<file path="src/rtl/j1_io_responder_pkg.sv">
// Shared I/O map for the j1 responder: address constants, STATUS bit positions and decode helper.
// The core and the firmware header use the same values.
package j1_io_responder_pkg;

    localparam logic [15:0] IO_LEDS   = 16'h0001;
    localparam logic [15:0] IO_TICKS  = 16'h0002;
    localparam logic [15:0] IO_TX     = 16'h1000;
    localparam logic [15:0] IO_STATUS = 16'h2000;
    localparam logic [15:0] IO_ADC    = 16'h2001;

    localparam int ST_TX_EMPTY  = 0;
    localparam int ST_TX_FULL   = 1;
    localparam int ST_TX_OVF    = 2;
    localparam int ST_ADC_VALID = 3;
    localparam int ST_ADC_OVF   = 4;

    typedef enum logic [2:0] {
        SEL_NONE,
        SEL_LEDS,
        SEL_TICKS,
        SEL_TX,
        SEL_STATUS,
        SEL_ADC
    } io_sel_t;

    // Full 16-bit compare; anything else is unmapped.
    function automatic io_sel_t io_decode(input logic [15:0] addr);
        case (addr)
            IO_LEDS:   return SEL_LEDS;
            IO_TICKS:  return SEL_TICKS;
            IO_TX:     return SEL_TX;
            IO_STATUS: return SEL_STATUS;
            IO_ADC:    return SEL_ADC;
            default:   return SEL_NONE;
        endcase
    endfunction

endpackage

</file>
<file path="src/rtl/io_sync_fifo.sv">
// Single-clock FIFO with wrap-bit pointers and a registered head word.
// A push into an empty FIFO shows up at the head one cycle later (no fall-through).
module io_sync_fifo #(
    parameter int WIDTH = 8,
    parameter int DEPTH = 8
) (
    input  logic             clk,
    input  logic             resetq,
    input  logic             push,
    input  logic [WIDTH-1:0] wr_data,
    input  logic             pop,
    output logic [WIDTH-1:0] rd_data,
    output logic             empty,
    output logic             full
);

    localparam int AW = $clog2(DEPTH);

    logic [WIDTH-1:0] mem [DEPTH];
    logic [AW:0]      wr_ptr;
    logic [AW:0]      rd_ptr;
    logic [AW:0]      rd_next;
    logic [WIDTH-1:0] head_next;
    logic             do_push;
    logic             do_pop;

    assign empty   = (wr_ptr == rd_ptr);
    assign full    = (wr_ptr[AW] != rd_ptr[AW]) && (wr_ptr[AW-1:0] == rd_ptr[AW-1:0]);
    assign do_push = push && !full;
    assign do_pop  = pop && !empty;
    assign rd_next = rd_ptr + {{AW{1'b0}}, do_pop};

    // Head for the next cycle: the word being written if it lands in the head slot.
    always_comb begin
        head_next = mem[rd_next[AW-1:0]];
        if (do_push && (rd_next[AW-1:0] == wr_ptr[AW-1:0])) begin
            head_next = wr_data;
        end
    end

    always_ff @(posedge clk) begin
        if (do_push) begin
            mem[wr_ptr[AW-1:0]] <= wr_data;
        end
    end

    always_ff @(posedge clk or negedge resetq) begin
        if (!resetq) begin
            wr_ptr  <= '0;
            rd_ptr  <= '0;
            rd_data <= '0;
        end else begin
            if (do_push) begin
                wr_ptr <= wr_ptr + {{AW{1'b0}}, 1'b1};
            end
            rd_ptr  <= rd_next;
            rd_data <= head_next;
        end
    end

endmodule

</file>
<file path="src/rtl/j1_io_responder.sv">
// Target-side I/O responder for the j1 core: LEDs, tick counter, TX byte FIFO and ADC latch.
// Reads are a mux of the previous-cycle address and current register state.
module j1_io_responder
    import j1_io_responder_pkg::*;
#(
    parameter int WIDTH    = 16,
    parameter int TX_DEPTH = 8,
    parameter int ADC_BITS = 12
) (
    input  logic                clk,
    input  logic                resetq,
    input  logic                io_wr,
    input  logic [15:0]         mem_addr,
    input  logic [WIDTH-1:0]    dout,
    output logic [WIDTH-1:0]    io_din,
    output logic [7:0]          leds,
    output logic [7:0]          tx_data,
    output logic                tx_valid,
    input  logic                tx_ready,
    input  logic                adc_strobe,
    input  logic [ADC_BITS-1:0] adc_sample
);

    logic [15:0]         addr_q;
    logic [15:0]         ticks;
    logic [ADC_BITS-1:0] sample;
    logic                tx_ovf;
    logic                adc_valid;
    logic                adc_ovf;
    logic                tx_full;
    logic                tx_empty;
    logic                tx_push;
    logic                tx_pop;
    logic                adc_clear;
    logic                status_wr;
    logic                unused_dout;
    io_sel_t             wr_sel;
    io_sel_t             rd_sel;

    assign wr_sel      = io_wr ? io_decode(mem_addr) : SEL_NONE;
    assign rd_sel      = io_decode(addr_q);
    assign tx_push     = (wr_sel == SEL_TX);
    assign adc_clear   = (wr_sel == SEL_ADC);
    assign status_wr   = (wr_sel == SEL_STATUS);
    assign tx_valid    = !tx_empty;
    assign tx_pop      = tx_valid && tx_ready;
    assign unused_dout = ^dout[WIDTH-1:8];

    io_sync_fifo #(
        .WIDTH (8),
        .DEPTH (TX_DEPTH)
    ) u_tx_fifo (
        .clk     (clk),
        .resetq  (resetq),
        .push    (tx_push),
        .wr_data (dout[7:0]),
        .pop     (tx_pop),
        .rd_data (tx_data),
        .empty   (tx_empty),
        .full    (tx_full)
    );

    always_ff @(posedge clk or negedge resetq) begin
        if (!resetq) begin
            addr_q    <= '0;
            leds      <= '0;
            ticks     <= '0;
            tx_ovf    <= 1'b0;
            adc_valid <= 1'b0;
            adc_ovf   <= 1'b0;
            sample    <= '0;
        end else begin
            addr_q <= mem_addr;

            if (wr_sel == SEL_LEDS) begin
                leds <= dout[7:0];
            end

            if (wr_sel == SEL_TICKS) begin
                ticks <= '0;
            end else begin
                ticks <= ticks + 16'd1;
            end

            // A new overflow event beats a clear arriving in the same cycle.
            if (tx_push && tx_full) begin
                tx_ovf <= 1'b1;
            end else if (status_wr && dout[ST_TX_OVF]) begin
                tx_ovf <= 1'b0;
            end

            if (adc_strobe && adc_valid && !adc_clear) begin
                adc_ovf <= 1'b1;
            end else if (status_wr && dout[ST_ADC_OVF]) begin
                adc_ovf <= 1'b0;
            end

            if (adc_strobe) begin
                sample    <= adc_sample;
                adc_valid <= 1'b1;
            end else if (adc_clear) begin
                adc_valid <= 1'b0;
            end
        end
    end

    always_comb begin
        io_din = '0;
        case (rd_sel)
            SEL_LEDS:  io_din[7:0] = leds;
            SEL_TICKS: io_din[15:0] = ticks;
            SEL_STATUS: begin
                io_din[ST_TX_EMPTY]  = tx_empty;
                io_din[ST_TX_FULL]   = tx_full;
                io_din[ST_TX_OVF]    = tx_ovf;
                io_din[ST_ADC_VALID] = adc_valid;
                io_din[ST_ADC_OVF]   = adc_ovf;
            end
            SEL_ADC:   io_din[ADC_BITS-1:0] = sample;
            default:   io_din = '0;
        endcase
    end

endmodule
</file>
<file path="config.mk">
export PLATFORM = sky130hd
export DESIGN_NAME = j1_io_responder
export DESIGN_NICKNAME = d
export VERILOG_FILES = /design/src/rtl/j1_io_responder_pkg.sv /design/src/rtl/io_sync_fifo.sv /design/src/rtl/j1_io_responder.sv
export SDC_FILE = /design/constraint.sdc
export NUM_CORES = 1
export LEC_CHECK = 0
export CAP_MARGIN = 20
export CORE_MARGIN = 3
export CORE_UTILIZATION = 50
export DETAILED_ROUTE_END_ITERATION = 10
export PLACE_DENSITY = 0.8
export SLEW_MARGIN = 5
export SYNTH_ARGS = -nofsm -noshare
export SYNTH_HDL_FRONTEND = slang
export SYNTH_HIERARCHICAL = 1
export SYNTH_SLANG_ARGS = --single-unit
</file>
<file path="constraint.sdc">
create_clock -name clk -period 3.9 [get_ports clk]
set_input_delay 0.78 -clock clk [delete_from_list [all_inputs] [get_ports clk]]
set_output_delay 0.78 -clock clk [all_outputs]
set_load 0.02 [all_outputs]
</file>
==> results of run 1 <==
## report_power, final
part	internal [mW]	switching, mW
Combinational	0.651	0.502
Clock	1.08	0.579
Sequential	1.60	0.0597
Total	3.33	1.14
## layout by cell type, fill, tap and decap left out, types with 3 or more instances in the layout
| cell type | count |
|---|---|
| buf_4 | 14 |
| inv_1 | 6 |
| nand2_1 | 11 |
| edfxtp_1 | 64 |
| o2bb2ai_1 | 3 |
| clkdlybuf4s50_1 | 72 |
| dfrtp_1 | 71 |
| nand3_1 | 10 |
| clkinv_2 | 3 |
| nor2b_1 | 5 |
| mux4_2 | 14 |
| nand4_1 | 4 |
| nor4_1 | 9 |
| xor2_1 | 9 |
| ha_1 | 4 |
| a22o_1 | 10 |
| bufinv_16 | 4 |
| clkbuf_16 | 17 |
| nor3_1 | 6 |
| a32o_1 | 4 |
| o21ai_0 | 3 |
| and2_1 | 5 |
| mux2_2 | 42 |
| clkinv_1 | 3 |
| nor2_1 | 26 |
| mux2i_1 | 3 |
| xnor2_1 | 15 |
## per-layer routing
metal,share of wire,global-route usage,up-vias
li1,-,-,1570
met1,0.41,0.254,1773
met2,0.52,0.338,139
met3,0.065,0.0636,6
met4,0.0070,0.0505,0
met5,0,0,-
## kinds of logic after synthesis
logic type	count (synthesis)
AND/OR/NAND/NOR	94
AO/OA/AOI/OAI	27
multiplexers	61
buffers and inverters	19
flip-flops	135
XOR/XNOR	24
adder cells (fa/ha/maj)	4
## registers in the layout (all words and copies together) (netlist names)
signal and flops:
adc_ovf 1, adc_valid 1, addr_q 16, leds 8
sample 12, ticks 16, tx_ovf 1, u_tx_fifo/mem 64
u_tx_fifo/rd_data 8, u_tx_fifo/rd_ptr 4, u_tx_fifo/wr_ptr 4
## through the flow
stage,power (mW),utilization,instance area (sq um),hold WS [ps]
floorplan,2.48,-,5720,461
global placement,2.82,0.605,6670,476
detailed placement,2.85,0.605,6670,487
CTS,4.51,0.661,7290,288
global route,4.66,0.661,7290,294
finish,4.47,0.661,7290,295
## path summary, 6_finish.rpt
kind | from | end | slack [ps]
max | addr_q[5]$_DFF_PN0_ | io_din[6] | 370
min | resetq | u_tx_fifo/rd_data[4]$_DFF_PN0_ | 300
max reg2reg | u_tx_fifo/wr_ptr[0]$_DFFE_PN0P_ | u_tx_fifo/rd_data[0]$_DFF_PN0_ | 550
min reg2reg | u_tx_fifo/rd_ptr[3]$_DFF_PN0_ | u_tx_fifo/rd_ptr[3]$_DFF_PN0_ | 490
max in group asynchronous | resetq | sample[0]$_DFFE_PN0P_ | 2560
min in group clk | u_tx_fifo/rd_ptr[3]$_DFF_PN0_ | u_tx_fifo/rd_ptr[3]$_DFF_PN0_ | 490
## critical path, stage by stage (launching register included)
cell and delay [ps]:
dfrtp_1 360, nor4_1 370, nand4b_1 250, nor4b_4 260, buf_4 260, o2bb2ai_1 190, clkdlybuf4s50_1 650
## area by class of cell
cell class / count / area share
flip-flops and latches: 135 / 0.507
multi-input cells: 210 / 0.264
repair buffers: 88 / 0.117
clock buffers: 18 / 0.0602
clock inverters: 14 / 0.0245
well taps: 140 / 0.0240
inverters: 6 / 0.00309
==> metrics.md, run 1 <==
| Metric | Value |
|---|---|
| Compound-gate portion of the synthesized area | `0.0394` |
| Final Setup Violations | `0` |
| Initial Utilization | `0.519` |
| Mux share of post-synthesis cell area | `0.152` |
| Clk buf depth | `2` |
| Routed len/inst | `19.8 microns` |
| Routed wire length | `12.1 mm` |
| Vias | `3488` |
| First-pass GRT wire length | `19.4 mm` |
| Final max-slew violation count | `0` |
| Pwr/cell area | `613 mW/mm^2` |
| Largest cells by area after synthesis | `edfxtp_1 34%, dfrtp_1 31%, mux2_2 8.3%` |
| Largest family of logic cells by synthesized area | `multiplexers` |
| Register area share after synthesis | `0.646` |
| Setup Buffers After CTS | `0` |
| Status | `completed` |
| Mapped Cells | `364` |
| Worst-margin pin slew | `759 ps` |
| Cell Area, Synth | `0.00572 sq mm` |
| Total track usage | `0.201` |
| Synthesized net count | `417` |
| Hold-fix buffers, CTS | `0` |
| Endpoint class of the critical path | `primary output` |
| Fraction of layout cells with a size suffix above 1 | `0.231` |
| Clock-pin slew on the worst setup and hold paths | `60 ps` |
| Fillers | `759` |
| Post-DP HPWL | `7.81 mm` |
| Layout Cells excl Fill | `611` |
| Top-area cell type share of the netlist area | `0.336` |
| Die area | `0.0128 sq mm` |
| Post-synthesis register bit count | `135` |
| CP Data Required Time | `3120 ps` |
| Netlist cell types | `47` |
| P_leak | `2.74 nW` |
| Top cells by count, synth | `71 x dfrtp_1, 64 x edfxtp_1, 42 x mux2_2` |
| Worst VDD drop | `293 uV` |
| Max Clock Skew | `6.59 ps` |
| ANT nets after route | `0` |
| Initial antenna violation count | `0` |
| Critical path class | `flip-flop to primary output` |
| CTS root buffer | `clkbuf_16` |
| Skew-Pair Late Insertion Delay | `400 ps` |
| Setup ws final | `365 ps` |
| DRC | `0` |
| I/O pin cnt | `82` |
| Worst slack, placed | `162 ps` |
| FMAX | `283 MHz` |
| Global-route congestion overflow total | `0` |
| Number of diodes | `0` |
| Resized Gates After CTS | `0` |
| R2R cell count | `11` |
| Rows | `38` |
| Fin nets | `511` |
| Largest net degree at the start of global routing | `58` |
| Arrival @ worst endpoint | `2750 ps` |
| Die Height | `113 microns` |
| Final critical-path share of the clock period | `0.906` |
| Vias in the first global route | `3651` |
| Area share of fa/ha/maj cells after synthesis | `0.00875` |
| Starting DRT DRC Count | `222` |
| Synth Area in Simple Gates | `0.0993` |
| CTS tree | `done` |
| First-pass DRT Iterations | `4` |
| Top-count cell post-synth | `dfrtp_1` |
| Top FF cell, synth | `dfrtp_1` |
| Die width | `113 microns` |
| Crit path max fanout | `16` |
| Placed Cells | `579` |
| Worst Hold Class | `input port to asynchronous set/reset pin` |
| Biggest area consumer among synthesized cells | `edfxtp_1` |
| Ys Warns | `6` |
| EDFF count, synth | `64` |
| TNS Setup | `0 ps` |
| Core area | `0.0110 sq mm` |
| Reg area | `0.00370 sq mm` |
| Rel. slew slack | `0.492` |
| Area growth, synth to finish | `27.4%` |
| RePlAce Congestion | `0.855` |
| Clock Sink Count | `135` |
| Post-synth ARST share | `0.526` |
| I/O Buffers | `73` |
| RSZ-0062 raised after global routing | `no` |
| Cts bufs inserted | `17` |
| Final hold vios | `0` |
| Vias/cell | `5.71` |
| Syn_area_per_cell | `15.7 sq um` |
| Startpoint types | `flip-flop` |
| H-tree depth | `4` |
| Max-cap violations | `0` |
| Fin crit period | `3530 ps` |
| XOR/XNOR share of the synthesized area | `0.0367` |
| Multi-input gate area | `0.00192 sq mm` |
Note: power is estimated with default switching activity, not from simulation.
==> run 2: changes to the inputs <==
Clock period 3.9 ns to 3.45 ns, I/O delays scaled along.
==> metrics.md, run 2 (synthesis results as in run 1) <==
| Metric | Value |
|---|---|
| Status | `completed (unchanged)` |
| RSZ-0062 raised after global routing | `no (unchanged)` |
| Initial Utilization | `0.519 (unchanged)` |
| Routed len/inst | `20.4 microns (was 19.8 microns)` |
| Post-DP HPWL | `8.31 mm (was 7.81 mm)` |
| Core area | `0.0110 sq mm (unchanged)` |
| Vias in the first global route | `3838 (was 3651)` |
| Area growth, synth to finish | `29.7% (was 27.4%)` |
| Delay of the slowest critical-path stage | `620 ps (was 650 ps)` |
| Layout Cells excl Fill | `625 (was 611)` |
| Placed Cells | `593 (was 579)` |
| Seq pwr share | `0.375 (was 0.371)` |
| Crit-path slowest cell | `clkdlybuf4s50_1 (unchanged)` |
| Most frequent cells in the layout | `71 x dfrtp_1, 67 x clkdlybuf4s50_1, 64 x edfxtp_1 (was 72 x clkdlybuf4s50_1, 71 x dfrtp_1, 64 x edfxtp_1)` |
| Proportion of power drawn by the clock network | `0.360 (was 0.371)` |
| Die Height | `113 microns (unchanged)` |
| Fin crit period | `3380 ps` |
| FMAX | `296 MHz` |
| First-pass GRT wire length | `20.6 mm (was 19.4 mm)` |
| Pwr Total | `5.02 mW (was 4.47 mW)` |
| Max FFs per register | `64 (unchanged)` |
| Critical path class | `flip-flop to primary output (unchanged)` |
| Endpoint class of the critical path | `primary output (unchanged)` |
| Die area | `0.0128 sq mm (unchanged)` |
| CTS tree | `done (unchanged)` |
| NetSw | `1.33 mW (was 1.14 mW)` |
| Hold slack | `225 ps (was 295 ps)` |
| Clock Sink Count | `135 (unchanged)` |
| Routed wire length | `12.7 mm (was 12.1 mm)` |
| Commonest non-fill, non-tap cell in the layout | `dfrtp_1 (was clkdlybuf4s50_1)` |
| Worst-margin pin slew | `722 ps (was 759 ps)` |
| CP top delay family | `simple AND/OR/NAND/NOR gates (was buffers and inverters)` |
| RePlAce Congestion | `0.891 (was 0.855)` |
| Worst Hold Class | `input port to asynchronous set/reset pin (unchanged)` |
| DRC | `0 (unchanged)` |
| Worst VDD drop | `526 uV (was 293 uV)` |
| Number of diodes | `0 (unchanged)` |
| Pwr/cell area | `676 mW/mm^2 (was 613 mW/mm^2)` |
| Rows | `38 (unchanged)` |
| Total track usage | `0.210 (was 0.201)` |
| H-tree depth | `4 (unchanged)` |
| Logic pwr share | `0.264 (was 0.258)` |
| CTS root buffer | `clkbuf_16 (unchanged)` |
| Starting DRT DRC Count | `236 (was 222)` |
| Skew-Pair Late Insertion Delay | `410 ps (was 400 ps)` |
| I/O Buffers | `73 (unchanged)` |
| Die width | `113 microns (unchanged)` |
| Vias | `3588 (was 3488)` |
| First-pass DRT Iterations | `4 (unchanged)` |
| Sw frac | `0.265 (was 0.255)` |
| Clk buf depth | `2 (unchanged)` |
| Initial antenna violation count | `0 (unchanged)` |
| Crit path max fanout | `16 (unchanged)` |
| Max-cap violations | `0 (unchanged)` |
| Final Setup Violations | `0 (unchanged)` |
| Final hold vios | `0 (unchanged)` |
| CP Data Required Time | `2760 ps (was 3120 ps)` |
| I/O pin cnt | `82 (unchanged)` |
| Cts bufs inserted | `17 (unchanged)` |
| Bufs and invs on worst path | `2 (unchanged)` |
| Clock-pin slew on the worst setup and hold paths | `60 ps (about the same)` |
| Largest net degree at the start of global routing | `29 (was 58)` |
| Final max-slew violation count | `0 (unchanged)` |
| Internal power | `3.69 mW (was 3.33 mW)` |
| Rel. slew slack | `0.517 (was 0.492)` |
| CP cell instances | `nor4_1 > nand4b_1 > nor4b_4 > buf_6 > a22o_1 > clkdlybuf4s50_1 (was nor4_1 > nand4b_1 > nor4b_4 > buf_4 > o2bb2ai_1 > clkdlybuf4s50_1)` |
| P_leak | `2.90 nW (was 2.74 nW)` |
| Hold-fix buffers, CTS | `0 (unchanged)` |
| Final critical-path share of the clock period | `0.980` |
| Startpoint types | `flip-flop (unchanged)` |
| Fin nets | `525 (was 511)` |
| Max Clock Skew | `7.24 ps (was 6.59 ps)` |
| Arrival @ worst endpoint | `2690 ps (was 2750 ps)` |
| Fraction of layout cells with a size suffix above 1 | `0.264 (was 0.231)` |
| Global-route congestion overflow total | `0 (unchanged)` |
| TNS Setup | `0 ps (unchanged)` |
| Vias/cell | `5.74 (was 5.71)` |
| ANT nets after route | `0 (unchanged)` |
run 2: cell types whose count changed in the layout (fill, tap and decap cells not counted), sizes merged, moves of 2 or more:
cell,before,now
clkbuf,18,23
buf,16,30
inv,7,9
bufinv,4,1
clkinv,7,3
clkdlybuf4s50,72,67
dlymetal6s2s,0,4
run 2: through the flow:
step,area (sq um),setup slack [ps],util
global placement,6790,89.4,0.615
floorplan,5720,145,-
finish,7420,68.2,0.673
detailed placement,6790,5.22,0.615
CTS,7390,4.61,0.670
global route,7420,2.13,0.673
run 2: repair_timing:
action | CTS | global route
gates resized for setup | 1 | 8
buffers inserted | 0 | 0
setup endpoints to repair | 2 | 23
pin swaps | 1 | 1
run 2: power by group through the flow:
stage	logic, mW	registers, mW	clock network [mW]
6_report	1.33	1.88	1.81
5_1_grt	1.42	1.89	1.90
4_1_cts	1.34	1.88	1.82
3_5_place_dp	1.32	1.91	0
3_3_place_gp	1.30	1.90	0
2_1_floorplan	0.858	1.95	0
run 2: area by class of cell:
type | count | area [sq um]
clock buffer | 23 | 520
inverter | 6 | 22.5
clock inverter | 9 | 85.1
fill | 765 | 3610
multi-input combinational | 210 | 1940
timing repair buffer | 102 | 981
tap | 140 | 175
sequential | 135 | 3700
run 2: metal layers:
layer	wire (microns)	track usage	up-vias	share of wire
met2	6600	0.353	142	0.52
li1	-	-	1610	-
met3	742	0.0422	22	0.058
met1	5190	0.273	1814	0.41
met4	215	0.0721	0	0.017
met5	0	0	-	0
run 2: final timing paths:
kind                                            startpoint                              end  slack, ps  cells after the start
max                                    addr_q[9]$_DFF_PN0_                        io_din[4]         70                      6
min                                                 resetq   u_tx_fifo/rd_data[4]$_DFF_PN0_        230                      1
max reg2reg                u_tx_fifo/wr_ptr[1]$_DFFE_PN0P_   u_tx_fifo/rd_data[6]$_DFF_PN0_        230                     12
min reg2reg                u_tx_fifo/wr_ptr[3]$_DFFE_PN0P_  u_tx_fifo/wr_ptr[3]$_DFFE_PN0P_        490                      1
max in group asynchronous                           resetq              leds[1]$_DFFE_PN0N_       2500                      2
min in group clk           u_tx_fifo/wr_ptr[3]$_DFFE_PN0P_  u_tx_fifo/wr_ptr[3]$_DFFE_PN0P_        490                      1
==> run 3: changes to the inputs <==
Settings changed: GPL_TIMING_DRIVEN set to 0.
Clock period 3.45 ns to 3.15 ns, I/O delays scaled along.
==> metrics.md, run 3 (synthesis results as in run 1) <==
| Metric | Value |
|---|---|
| Number of diodes | `0 (unchanged)` |
| Pwr Total | `6.01 mW (was 5.02 mW)` |
| CTS tree | `done (unchanged)` |
| Vias | `3651 (was 3588)` |
| First-pass DRT Iterations | `4 (unchanged)` |
| Vias/cell | `5.77 (was 5.74)` |
| Worst VDD drop | `500 uV (was 526 uV)` |
| H-tree depth | `4 (unchanged)` |
| Max Clock Skew | `15.6 ps (was 7.24 ps)` |
| Most frequent cells in the layout | `69 x dfrtp_1, 64 x edfxtp_1, 54 x clkdlybuf4s50_1 (was 71 x dfrtp_1, 67 x clkdlybuf4s50_1, 64 x edfxtp_1)` |
| Die area | `0.0128 sq mm (unchanged)` |
| Startpoint types | `flip-flop (unchanged)` |
| Critical path class | `flip-flop to flip-flop (was flip-flop to primary output)` |
| Cts bufs inserted | `17 (unchanged)` |
| Hold-fix buffers, CTS | `0 (unchanged)` |
| Die width | `113 microns (unchanged)` |
| Core area | `0.0110 sq mm (unchanged)` |
| Routed wire length | `13.7 mm (was 12.7 mm)` |
| Total track usage | `0.222 (was 0.210)` |
| Clk buf depth | `2 (unchanged)` |
| Max-cap violations | `0 (unchanged)` |
| RePlAce Congestion | `0.850 (was 0.891)` |
| Fin nets | `533 (was 525)` |
| I/O Buffers | `73 (unchanged)` |
| Initial Utilization | `0.519 (unchanged)` |
| Final hold vios | `0 (unchanged)` |
| Initial antenna violation count | `0 (unchanged)` |
| Largest net degree at the start of global routing | `65 (was 29)` |
| CTS root buffer | `clkbuf_16 (unchanged)` |
| Commonest non-fill, non-tap cell in the layout | `dfrtp_1 (unchanged)` |
| FMAX | `302 MHz` |
| Vias in the first global route | `3857 (was 3838)` |
| I/O pin cnt | `82 (unchanged)` |
| Arrival @ worst endpoint | `3610 ps (was 2690 ps)` |
| Fraction of layout cells with a size suffix above 1 | `0.329 (was 0.264)` |
| Skew-Pair Late Insertion Delay | `430 ps (was 410 ps)` |
| Fillers | `742 (was 765)` |
| Routed len/inst | `21.6 microns (was 20.4 microns)` |
| Worst slack, placed | `-787 ps (was 5.22 ps)` |
| TNS Setup | `-774 ps (was 0 ps)` |
| Final Setup Violations | `7 (was 0)` |
| Layout Cells excl Fill | `633 (was 625)` |
| Failing checks | `negative setup slack` |
| Area growth, synth to finish | `34.9% (was 29.7%)` |
| ANT nets after route | `0 (unchanged)` |
| Status | `complete, but fails checks (was completed)` |
| Endpoint class of the critical path | `flip-flop (was primary output)` |
| Pwr/cell area | `778 mW/mm^2 (was 676 mW/mm^2)` |
| Rel. slew slack | `0.528 (was 0.517)` |
| Starting DRT DRC Count | `209 (was 236)` |
| Clock Sink Count | `135 (unchanged)` |
| Max FFs per register | `64 (unchanged)` |
| Clock-pin slew on the worst setup and hold paths | `60 ps (about the same)` |
| Hold slack | `37.0 ps (was 225 ps)` |
| Die Height | `113 microns (unchanged)` |
| First-pass GRT wire length | `21.2 mm (was 20.6 mm)` |
| Crit path max fanout | `6 (was 16)` |
| CP Data Required Time | `3450 ps (was 2760 ps)` |
| P_leak | `2.97 nW (was 2.90 nW)` |
| Global-route congestion overflow total | `0 (unchanged)` |
| Final critical-path share of the clock period | `1.05` |
| Worst-margin pin slew | `706 ps (was 722 ps)` |
| Fin crit period | `3310 ps` |
| Setup ws final | `-157 ps (was 68.2 ps)` |
| Rows | `38 (unchanged)` |
| RSZ-0062 raised after global routing | `yes (was no)` |
| DRC | `0 (unchanged)` |
| Final max-slew violation count | `0 (unchanged)` |
| Worst Hold Class | `input port to asynchronous set/reset pin (unchanged)` |
| Post-DP HPWL | `8.24 mm (was 8.31 mm)` |
| Placed Cells | `580 (was 593)` |
run 3: area by class of cell:
class                   instances  area (sq um)  share of cell area
clock inverters                15           130              0.0169
multi-input cells             210          2170               0.281
well taps                     140           175              0.0227
flip-flops and latches        135          3700               0.479
inverters                       6          22.5             0.00292
plain buffers                  12           110              0.0143
repair buffers                 98           987               0.128
clock buffers                  17           425              0.0551
run 3: final timing paths:
| check | from | end | slack, ps | cells past startpoint |
|---|---|---|---|---|
| max | u_tx_fifo/wr_ptr[2]$_DFFE_PN0P_ | u_tx_fifo/rd_data[7]$_DFF_PN0_ | -160 | 14 |
| min reg2reg | sample[7]$_DFFE_PN0P_ | sample[7]$_DFFE_PN0P_ | 510 | 1 |
| min | resetq | u_tx_fifo/rd_data[1]$_DFF_PN0_ | 40 | 1 |
| max reg2reg | u_tx_fifo/wr_ptr[2]$_DFFE_PN0P_ | u_tx_fifo/rd_data[7]$_DFF_PN0_ | -160 | 14 |
| max in group asynchronous | resetq | ticks[8]$_DFF_PN0_ | 2570 | 2 |
| min in group clk | mem_addr[0] | addr_q[0]$_DFF_PN0_ | 490 | 1 |
run 3: power breakdown:
group	switching, mW	total [mW]	internal [mW]
clock	0.832	1.87	1.04
combinational	0.836	2.07	1.23
sequential	0.0965	2.07	1.98
run 3: metal layers:
layer  track usage  routed length [microns]  vias to the layer above
li1              -                        -                     1612
met1         0.275                     5370                     1858
met2         0.375                     7240                      159
met3        0.0631                      835                       22
met4        0.0793                      244                        0
met5             0                        0                        -
run 3: worst max-delay path, cell delays in order, from the launching register on:
cell and delay, ps:
dfrtp_1 380, buf_6 140, xnor2_4 200, nand3_2 160, nor2_4 170, nor2b_1 60
nor2b_2 150, ha_2 200, ha_4 300, buf_8 120, buf_12 110, buf_12 110
mux4_2 520, mux2_4 290, mux2_4 260
run 3: what timing repair did:
action,in CTS,in global routing
gates resized for setup,51,40
pin swaps,7,10
setup buffers,14,8
setup endpoints to repair,85,68
cloned,1,0
run 3: per-stage QoR:
step	util	cell area (sq um)
final	0.700	7720
after global routing	0.700	7720
after CTS	0.686	7560
after detailed placement	0.606	6680
after global placement	0.602	6640
after floorplan	-	5740
